File: src/rtl/sand_pkg.sv
// Shared types and constants for the sand simulation frame path.
package sand_pkg;

    typedef enum logic [2:0] {
        ST_IDLE,
        ST_COMPUTE,
        ST_WAIT,
        ST_COPY,
        ST_SWAP,
        ST_CLEAR
    } frame_state_t;

    localparam logic [1:0] CELL_EMPTY = 2'd0;
    localparam logic [1:0] CELL_SAND  = 2'd1;
    localparam logic [1:0] CELL_WALL  = 2'd2;

    localparam logic PUBLISH_COPY = 1'b0;
    localparam logic PUBLISH_SWAP = 1'b1;

endpackage

File: src/rtl/frame_copier.sv
// Address sweep 0..CELLS-1 feeding VRAM one cycle behind the RAM read,
// writing either the RAM read data or zeros (clear).
module frame_copier #(
    parameter int CELLS      = 8,
    parameter int DATA_WIDTH = 2,
    parameter int ADDR_WIDTH = $clog2(CELLS)
) (
    input  logic                  clk,
    input  logic                  reset_n,
    input  logic                  start,
    input  logic                  zero_fill,
    input  logic [DATA_WIDTH-1:0] rd_data,
    output logic [ADDR_WIDTH-1:0] rd_address,
    output logic [ADDR_WIDTH-1:0] wr_address,
    output logic [DATA_WIDTH-1:0] wr_data,
    output logic                  wr_en,
    output logic                  done
);

    localparam logic [ADDR_WIDTH-1:0] LAST = ADDR_WIDTH'(CELLS - 1);
    localparam logic [ADDR_WIDTH-1:0] ONE  = ADDR_WIDTH'(1);

    logic [ADDR_WIDTH-1:0] rd_addr_p0;
    logic                  sweep_p0;
    logic [ADDR_WIDTH-1:0] wr_addr_p1;
    logic                  wr_en_p1;
    logic                  zero_p1;

    // A clear has no read to wait for, so it treats address 0 as already
    // swept and writes it in its first cycle.
    always_ff @(posedge clk or negedge reset_n) begin
        if (!reset_n) begin
            rd_addr_p0 <= '0;
            sweep_p0   <= 1'b0;
            wr_addr_p1 <= '0;
            wr_en_p1   <= 1'b0;
            zero_p1    <= 1'b0;
        end else if (start) begin
            zero_p1 <= zero_fill;
            if (zero_fill) begin
                wr_en_p1   <= 1'b1;
                wr_addr_p1 <= '0;
                sweep_p0   <= (CELLS > 1);
                rd_addr_p0 <= (CELLS > 1) ? ONE : '0;
            end else begin
                wr_en_p1   <= 1'b0;
                sweep_p0   <= 1'b1;
                rd_addr_p0 <= '0;
            end
        end else begin
            // read stage p0 -> write stage p1
            wr_en_p1 <= sweep_p0;
            if (sweep_p0) begin
                wr_addr_p1 <= rd_addr_p0;
                if (rd_addr_p0 == LAST) begin
                    sweep_p0   <= 1'b0;
                    rd_addr_p0 <= '0;
                end else begin
                    rd_addr_p0 <= rd_addr_p0 + ONE;
                end
            end
        end
    end

    assign rd_address = rd_addr_p0;
    assign wr_address = wr_addr_p1;
    assign wr_en      = wr_en_p1;
    // The RAM output register already aligns its data with wr_en_p1.
    assign wr_data    = (wr_en_p1 && !zero_p1) ? rd_data : '0;
    assign done       = wr_en_p1 && (wr_addr_p1 == LAST);

endmodule

File: src/rtl/frame_sequencer.sv
// Frame-level controller: paces engine passes to a period and publishes
// each frame by VRAM copy or bank swap, with clear, pause/step and overrun.
module frame_sequencer
    import sand_pkg::*;
#(
    parameter int ACTIVE_COLUMNS = 640,
    parameter int ACTIVE_ROWS    = 480,
    parameter int DATA_WIDTH     = 2,
    parameter int TICK_WIDTH     = 27,
    parameter int ADDR_WIDTH     = $clog2(ACTIVE_COLUMNS * ACTIVE_ROWS)
) (
    input  logic                  clk_i,
    input  logic                  reset_n_i,
    input  logic                  enable_i,
    input  logic                  step_i,
    input  logic                  clear_i,
    input  logic                  swap_mode_i,
    input  logic [TICK_WIDTH-1:0] period_i,
    output logic                  engine_start_o,
    input  logic                  engine_done_i,
    output logic [ADDR_WIDTH-1:0] ram_rd_address_o,
    input  logic [DATA_WIDTH-1:0] ram_rd_data_i,
    output logic [ADDR_WIDTH-1:0] vram_wr_address_o,
    output logic [DATA_WIDTH-1:0] vram_wr_data_o,
    output logic                  vram_wr_en_o,
    output logic                  bank_sel_o,
    output logic                  busy_o,
    output logic                  overrun_o,
    output logic [15:0]           frame_count_o
);

    localparam int CELLS = ACTIVE_COLUMNS * ACTIVE_ROWS;

    frame_state_t          state;
    frame_state_t          state_next;
    frame_state_t          publish_state;
    logic                  mode_swap;
    logic                  clear_pend;
    logic [TICK_WIDTH-1:0] tick;
    logic [TICK_WIDTH-1:0] tick_limit;
    logic                  period_reached;
    logic                  start_next;
    logic                  busy_next;
    logic                  copier_start;
    logic                  zero_fill;
    logic                  copier_done;

    // A period of 0 behaves like 1.
    assign tick_limit     = (period_i == '0) ? '0 : period_i - TICK_WIDTH'(1);
    assign period_reached = (tick >= tick_limit);
    assign publish_state  = (mode_swap == PUBLISH_SWAP) ? ST_SWAP : ST_COPY;

    always_ff @(posedge clk_i or negedge reset_n_i) begin
        if (!reset_n_i) state <= ST_IDLE;
        else            state <= state_next;
    end

    always_comb begin
        state_next = state;
        case (state)
            ST_IDLE: begin
                if (clear_pend)              state_next = ST_CLEAR;
                else if (enable_i || step_i) state_next = ST_COMPUTE;
            end
            ST_COMPUTE: if (engine_done_i)  state_next = period_reached ? publish_state : ST_WAIT;
            ST_WAIT:    if (period_reached) state_next = publish_state;
            ST_COPY:    if (copier_done)    state_next = ST_IDLE;
            ST_SWAP:                        state_next = ST_IDLE;
            ST_CLEAR:   if (copier_done)    state_next = ST_IDLE;
            default:                        state_next = ST_IDLE;
        endcase
    end

    always_comb begin
        start_next   = (state == ST_IDLE) && (state_next == ST_COMPUTE);
        busy_next    = (state_next != ST_IDLE);
        zero_fill    = (state_next == ST_CLEAR);
        copier_start = ((state != ST_COPY)  && (state_next == ST_COPY)) ||
                       ((state != ST_CLEAR) && (state_next == ST_CLEAR));
    end

    always_ff @(posedge clk_i or negedge reset_n_i) begin
        if (!reset_n_i) begin
            engine_start_o <= 1'b0;
            busy_o         <= 1'b0;
            tick           <= '0;
            mode_swap      <= PUBLISH_COPY;
            overrun_o      <= 1'b0;
            clear_pend     <= 1'b0;
            bank_sel_o     <= 1'b0;
            frame_count_o  <= '0;
        end else begin
            engine_start_o <= start_next;
            busy_o         <= busy_next;
            if (start_next) begin
                tick      <= '0;
                mode_swap <= swap_mode_i;
            end else if (tick != '1) begin
                tick <= tick + TICK_WIDTH'(1);
            end
            if (state == ST_COMPUTE && engine_done_i && period_reached)
                overrun_o <= 1'b1;
            else if (state == ST_CLEAR && copier_done)
                overrun_o <= 1'b0;
            // A fresh request arriving during a clear survives its completion.
            if (clear_i)
                clear_pend <= 1'b1;
            else if (state == ST_CLEAR && copier_done)
                clear_pend <= 1'b0;
            if (state == ST_SWAP)
                bank_sel_o <= ~bank_sel_o;
            if (state == ST_SWAP || (state == ST_COPY && copier_done))
                frame_count_o <= frame_count_o + 16'd1;
        end
    end

    frame_copier #(
        .CELLS      (CELLS),
        .DATA_WIDTH (DATA_WIDTH),
        .ADDR_WIDTH (ADDR_WIDTH)
    ) u_copier (
        .clk        (clk_i),
        .reset_n    (reset_n_i),
        .start      (copier_start),
        .zero_fill  (zero_fill),
        .rd_data    (ram_rd_data_i),
        .rd_address (ram_rd_address_o),
        .wr_address (vram_wr_address_o),
        .wr_data    (vram_wr_data_o),
        .wr_en      (vram_wr_en_o),
        .done       (copier_done)
    );

endmodule

File: config.mk
export PLATFORM = sky130hd
export DESIGN_NAME = frame_sequencer
export DESIGN_NICKNAME = d
export VERILOG_FILES = /design/src/rtl/sand_pkg.sv /design/src/rtl/frame_copier.sv /design/src/rtl/frame_sequencer.sv
export SDC_FILE = /design/constraint.sdc
export NUM_CORES = 1
export LEC_CHECK = 0
export ABC_AREA = 1
export CORE_MARGIN = 10
export CORE_UTILIZATION = 60
export CTS_BUF_LIST = sky130_fd_sc_hd__clkbuf_4 sky130_fd_sc_hd__clkbuf_8 sky130_fd_sc_hd__clkbuf_16
export CTS_CLUSTER_DIAMETER = 60
export DETAILED_ROUTE_END_ITERATION = 6
export PLACE_DENSITY_LB_ADDON = 0.25
export SYNTH_ARGS = -nofsm -noshare
export SYNTH_HDL_FRONTEND = slang
export SYNTH_SLANG_ARGS = --single-unit
File: constraint.sdc
create_clock -name clk_i -period 6.2 [get_ports clk_i]
set_input_delay 1.24 -clock clk_i [delete_from_list [all_inputs] [get_ports clk_i]]
set_output_delay 1.24 -clock clk_i [all_outputs]
set_load 0.05 [all_outputs]
==> results of run 1 <==
routing by layer:
layer / part of all wire / GRT usage / up-vias
li1: - / - / 3080
met1: 0.46 / 0.3161 / 2834
met2: 0.44 / 0.3331 / 259
met3: 0.083 / 0.05475 / 27
met4: 0.014 / 0.05750 / 0
met5: 0 / 0 / -
per-stage QoR:
stage | hold WS, ns | cell area, um2
after CTS | 0.4831 | 7655
after global placement | 0.4607 | 7485
after floorplan | 0.4875 | 6451
after global routing | 0.4915 | 7655
after detailed placement | 0.4640 | 7485
final | 0.4801 | 7655
power by group through the flow:
stage               Clock (uW)  Sequential (uW)  Combinational, uW
floorplan                    0              618               38.7
global placement             0              618               89.3
detailed placement           0              618               90.3
CTS                        376              606               91.1
global route               404              606                103
finish                     369              606               90.7
synthesized netlist by cell type, drive strengths merged:
cell type	instances	share of area
nand2	219	0.13
inv	125	0.073
dfrtp	93	0.36
nor2	91	0.060
nand3	68	0.054
nand4	60	0.058
xor2	37	0.050
o21ai	34	0.026
ha	31	0.060
nor3	25	0.028
a21oi	20	0.016
nor4	15	0.015
clkbuf	14	0.0081
xnor2	14	0.019
buf	11	0.010
or2	5	0.0048
o211ai	4	0.0047
a31oi	3	0.0029
a21o	2	0.0023
a22oi	2	0.0023
and3	2	0.0019
nand3b	2	0.0023
o21a	2	0.0023
a21boi	1	0.0012
a31o	1	0.0014
mux2	1	0.0017
o31ai	1	0.0012
or4	1	0.0012
flip-flops by register name, indices dropped and copies added, names as in the netlist:
name / flops
mode_swap: 1
bank_sel_o: 1
frame_count_o: 16
u_copier.wr_address: 19
busy_o: 1
tick: 27
u_copier.zero_p1: 1
u_copier.sweep_p0: 1
u_copier.rd_address: 19
clear_pend: 1
overrun_o: 1
u_copier.wr_en: 1
engine_start_o: 1
state: 3
path summary, 6_finish.rpt:
kind	depth (start not counted)	slack, ns	from	to
setup reg to reg	19	3.32	tick[0]	u_copier.wr_address[9]
hold / removal	1	0.48	bank_sel_o	bank_sel_o
setup / recovery	28	0.95	period_i[1]	u_copier.wr_address[9]
max in group asynchronous	2	4.32	reset_n_i	engine_start_o
hold reg to reg	1	0.48	bank_sel_o	bank_sel_o
min in group asynchronous	1	0.76	reset_n_i	tick[9]
final cells by class:
| class | instances | area (um2) |
|---|---|---|
| Sequential cell | 93 | 2327 |
| Tap cell | 136 | 170.2 |
| Timing Repair Buffer | 99 | 980.9 |
| Clock inverter | 7 | 46.29 |
| Clock buffer | 9 | 123.9 |
| Fill cell | 838 | 2761 |
| Multi-Input combinational cell | 641 | 3537 |
| Inverter | 125 | 469.2 |
critical path, delay by kind of cell:
kind,cells,cell delay (ns)
adders and majority gates,2,0.49
and+or+nand+nor,20,2.43
AOI/OAI and AO/OA,2,0.42
buffers and inverters,4,0.90
cell families after synthesis:
logic type / count (synthesis) / synth area share
DFF: 93 / 0.3607
and+or+nand+nor: 488 / 0.3567
muxes: 1 / 0.001745
xor gates and xnor gates: 51 / 0.06924
buffers and inverters: 150 / 0.09135
AOI/OAI and AO/OA: 70 / 0.06012
adders and majority gates: 31 / 0.06012
==> out/results.txt, run 1 <==
The via count of the first global-routing pass is 5,754, and the number of vias in the routed layout is 6,200. The count of placed standard cells including taps was 1,094; the switching share of power was 0.2563. For the relative slew slack, the log shows 0.2843.

Post-synthesis sequential area ratio: 0.3607. The clock buffer count from CTS was 9; the remaining antenna violation count after routing was 0. In this run the cell area of the synthesized design comes to 6451 um2. For the number of levels in the clock H-tree, the log shows 3. The number of buffers on the longest clock path is 2. The worst setup path is launched from an input port. Timing analysis after detailed placement gives a worst setup slack of 0.5994 ns.

From bottom edge to top edge, the die measures 123.7 um. The number of buffers inserted by hold repair at cts came out at 0. The power density of the placed cells is 139.2 nW/um2.

TritonCTS built the clock tree. The detailed router finished its first iteration with 846 violations. Summed over all nets, the half-perimeter wirelength after detailed placement is 12.78 mm. The internal portion of the total power is 792.7 uW. The number of nets at the end of the flow was 1,036; the clock latency of the later-clocked register in the worst-skew pair was 0.38 ns. The logs give 97 for the number of ports placed on the die boundary and 0.9463 for the final estimated routing congestion in global placement.

The transition at the pin with the smallest max-transition slack came out at 1.070 ns. Final routed DRC violation total: 0. Clock tree synthesis found a total of 93 sinks. The post-detailed-route wirelength per cell was 15.07 um. The share of total power in combinational logic came out at 0.085.

Data on the critical path is required at its endpoint by 6.45 ns. STA classifies the critical path endpoint as a register. The overflow left after global routing is 0. For the number of setup violations in the final report, the log shows 0. The run gives 0.01655 ns as the clock skew. In the layout the commonest cells are sky130_fd_sc_hd__nand2_1 (210), sky130_fd_sc_hd__inv_1 (120), sky130_fd_sc_hd__clkdlybuf4s50_1 (95).

The die covers 15,300 um2. The max-slew violation count is 0, and the first-pass GRT wire length is 27.87 mm. Excluding fillers, the count of instances in the completed layout stands at 1,110.

The count of buffers added on input and output ports is 96. In the routed layout, each cell is associated on average with a via count of 5.586. The initial antenna violation count was 0; the synthesis-to-finish area growth was 18.66%.

The final cell utilization of the core was 0.7349; the static leakage was 0.003799 uW. In this run the post-CTS setup repair buffer count came out at 0. For the post-route worst setup slack, the log shows 0.9526 ns.

The tools report the number of distinct library cells after synthesis as 39. Number of hold violations in the final report: 0. The cell count after synthesis came out at 884. The clock share of power was 0.346; the final total negative setup slack was 0 ns.

The shortest clock period the worst path allows after layout came out at 5.247 ns. The largest single stage delay on the critical path is 0.44 ns. The number of antenna diodes in the final layout is 0. The synthesized net count was 951; the clock slew seen by the registers of the worst setup and hold paths was 0.10 ns. The highest ir drop seen on vdd is 0.1222 mV. In this run the worst hold path is classified as register to register. The floorplan step set the die width to 123.7 um. The post-synthesis register bit count was 93.

Share of the cycle needed by the critical path after routing: 0.8463. Starting density of the core: 0.6193. After floorplanning, the core was divided into 37 placement rows. The total wire length came out at 16.73 mm. The sequential cell fraction of total power came out at 0.569. Setup repair after global routing left no endpoint under its margin.

By instance count, the cell type seen most on the critical path is sky130_fd_sc_hd__nand2_1. The slowest stage of the critical path is the sky130_fd_sc_hd__clkdlybuf4s50_1 cell. Gates resized during post-CTS repair numbered 0.

The share of layout cells above drive strength 1 works out to 0.06160. The number of synthesis warnings came out at 0. At the worst endpoint, the arrival time is 5.50 ns. For this run, the top clock speed supported by timing is 0.1906 GHz.

The pin count of the biggest net entering global routing is 69. Leaving out fill and tap cells, the most frequent cell in the layout is sky130_fd_sc_hd__nand2_1. After layout, the design draws a total of 1066 uW. The tools report the max-cap violation count as 0. The number of optimization iterations in the first detailed-route pass was 6.

Each instance of the synthesized netlist takes up on average 7.298 um2. In this run the worst path has a maximum fanout of 37. For this design the total switching power over the nets is 273.2 uW. Classification of the worst setup path: input port to register. The run finished with clean final reports.

The tools report the global router's overall resource usage as 0.2229. Library cell used as clock root buffer: sky130_fd_sc_hd__clkbuf_8. The placeable core area came out at 10,420 um2.
No activity file was read; power rests on OpenSTA's default activity.
==> run 2: changes to the inputs <==
CORE_UTILIZATION = 50   (was 60)
clock period = 4.5 ns   (was 6.2 ns; I/O delays follow)
==> out/results.txt, run 2 (synthesis results as in run 1) <==
The clock buffer count from CTS is 9 (unchanged). The tools report the final cell utilization of the core as 0.6619 (-0.07299). Via count of the first global-routing pass: 5,999 (+4.3%). The die height is 133.6 um (+8.0%), and the cell depth of the worst setup path is 29 (+3.6%). The largest stage delay on the critical path was 0.30 ns (-0.14 ns). The register with the most flip-flops in the final layout is tick. The overflow left after global routing was 0 (unchanged); the largest driver fanout on the critical path was 6 (-84%). The die boundary width came out at 133.6 um (+8.0%).

The number of buffers inserted by hold repair at cts was 0 (unchanged); the worst path buffer plus inverter count was 4 (unchanged). The maximum clock frequency is 0.2393 GHz. The max-cap violation count was 0 (unchanged); the final estimated routing congestion in global placement was 0.8862 (-6.4%). For the starting density of the core, the log shows 0.5112 (-0.1081). Number of DRC violations after detailed-routing iteration 0: 441 (-48%). The remaining antenna violation count after routing was 0 (unchanged); the pin count of the biggest net entering global routing was 63 (-8.7%). The tools report the relative slew slack as 0.2627 (-0.02166). The endpoint identified for the worst register-to-register timing path is u_copier.rd_address[6]. The tools report the number of hold violations in the final report as 0 (unchanged).

The post-placement setup slack is -0.1821 ns (-0.7815 ns), and the clock slew seen by the registers of the worst setup and hold paths is 0.07 ns (-0.03 ns). The share of layout cells above drive strength 1 was 0.1244 (+0.06279). The run gives 0.1743 mV (+43%) as the highest ir drop seen on vdd. The count of cells along the worst hold path was 1 (unchanged). The clock latency of the later-clocked register in the worst-skew pair came out at 0.35 ns (-0.03 ns).

The tools report the row count as 41 (+11%). The number of nets at the end of the flow was 1,084 (+4.6%); the number of sinks driven by the clock tree was 93 (unchanged). The worst setup path is captured at a register. The number of cells on the worst reg-to-reg path was 17 (-2); the required time reported for the critical path endpoint was 4.79 ns (-1.66 ns). Post-route worst setup slack: 0.3204 ns (-0.6322 ns).

The transition at the pin with the smallest max-transition slack is 1.102 ns (+0.03238 ns). The logs give 0.1937 (-0.02918) for the global router's overall resource usage and 0.004175 uW (+9.9%) for the static leakage. The total wire length was 17.56 mm (+5.0%); the estimated wirelength of the detail-placed design was 13.05 mm (+2.1%). For the number of buffers on the longest clock path, the log shows 2 (unchanged). Counting stages on the worst path, the most repeated cell is sky130_fd_sc_hd__nand2_1. The register-to-register path setup slack was 2.02 ns (-1.30 ns); the number of vias in the routed layout was 6,267 (+1.1%). The tools report the final non-filler cell total as 1,193 (+7.5%). For the number of levels in the clock H-tree, the log shows 3 (unchanged). The tools report the final hold slack as 0.4892 ns (+0.009112 ns). The critical path starts at period_i[0].

The first-pass GRT wire length was 29.04 mm (+4.2%). The startpoint identified for the worst hold timing path is frame_count_o[15]. The power density of the placed cells is 209.2 nW/um2 (+50%), and the initial antenna violation count is 0 (unchanged). The library cell used as clock root buffer was sky130_fd_sc_hd__clkbuf_16. The class of the tightest hold or removal check was register to register.

The worst setup path is launched from an input port. The area of the die came out at 17,850 um2 (+17%). Shortest clock period the worst path allows after layout: 4.180 ns.

The flip-flop count of the largest register, all copies and words added works out to 27 (unchanged). The diode insertion count for antenna repair is 0 (unchanged), and the synthesis-to-finish area growth is 29.48%. The count of fill cells added during filler insertion came out at 1,090 (+30%). The detailed-route vias per instance works out to 5.253 (-6.0%). The clock skew was 0.01386 ns (-0.002695 ns); the data arrival time of the critical path was 4.47 ns (-1.03 ns). The worst register-to-register path begins at tick[2]. The post-detailed-route wirelength per cell came out at 14.72 um (-2.3%). The critical path ends at u_copier.rd_address[6]. The placeable core area is 12,620 um2 (+21%), and the number of ports placed on the die boundary is 97 (unchanged). The critical path in this run is classified as input port to register.

The largest individual stage delay along the critical path comes from the cell sky130_fd_sc_hd__ha_1. The top cell types in the final layout, fill and taps aside, are sky130_fd_sc_hd__nand2_1 (205), sky130_fd_sc_hd__inv_1 (117), sky130_fd_sc_hd__dfrtp_1 (93). The number of optimization iterations in the first detailed-route pass is 5 (-1). The kind of cell adding the most delay to the critical path was simple AND/OR/NAND/NOR gates. The flow ran to the end, and the final reports show no timing, DRC or antenna violations.

Max-slew violation count: 0 (unchanged). The logs give 0 ns (unchanged) for the final total negative setup slack and 1,173 (+7.2%) for the count of placed standard cells including taps. TritonCTS built the clock tree. The library cell used most frequently in the layout, excluding fill and tap cells, is sky130_fd_sc_hd__nand2_1. The final routed DRC violation total was 0 (unchanged); the number of port buffers was 96 (unchanged). The number of setup violations in the final report is 0 (unchanged), and the share of the cycle needed by the critical path after routing is 0.9288.
-- run 2: changes by cell type in the layout (fill, tap and decap cells not counted), sizes merged, moves of 4 or more --
cell,delta
buf,+46
clkdlybuf4s50,-8
dlymetal6s2s,+8
clkinv,-4
clkinvlp,+4
-- run 2: per-layer routing --
metal,up-vias,routed length (um),GRT usage
li1,3175,-,-
met1,2882,8430,0.2685
met2,186,7853,0.2930
met3,24,947,0.03835
met4,0,330,0.06711
met5,-,0,0
-- run 2: what timing repair did --
item / CTS / global route
setup buffers: 0 / 2
setup endpoints to repair: 0 / 69
resized for setup: 0 / 40
-- run 2: final cells by class --
type                       count  area, um2  share of cell area
clock buffer                   9      225.2             0.02696
clock inverter                 6      71.32            0.008538
inverter                     125      473.0             0.05662
multi-input combinational    641       3625              0.4339
sequential                    93       2327              0.2786
tap                          172      215.2             0.02576
timing repair buffer         146       1411              0.1690
timing repair inverter         1      5.005           0.0005992
-- run 2: stage by stage --
| stage | total power (uW) | instance area [um2] |
|---|---|---|
| floorplan | 905.2 | 6451 |
| global placement | 989.1 | 7878 |
| detailed placement | 989.9 | 7878 |
| CTS | 1757 | 8174 |
| global route | 1821 | 8353 |
| finish | 1747 | 8353 |
-- run 2: power by group --
part	internal, uW	total [uW]	switching [uW]	leakage, uW
combinational	65.6	144	78.4	0.00287
sequential	836	836	0	0.00117
clock	433	768	335	0.000139
-- run 2: worst min-delay path by stage --
stage | endpoint | slack, ns
after floorplan | clear_pend | 0.49
after global placement | frame_count_o[15] | 0.46
after detailed placement | frame_count_o[15] | 0.49
after CTS | bank_sel_o | 0.50
after global routing | frame_count_o[15] | 0.51
final | frame_count_o[15] | 0.49
==> run 3: changes to the inputs <==
SLEW_MARGIN = 20   (was unset)
==> results of run 3 <==
Final layout, timing and power as in run 2 (identical DEF).
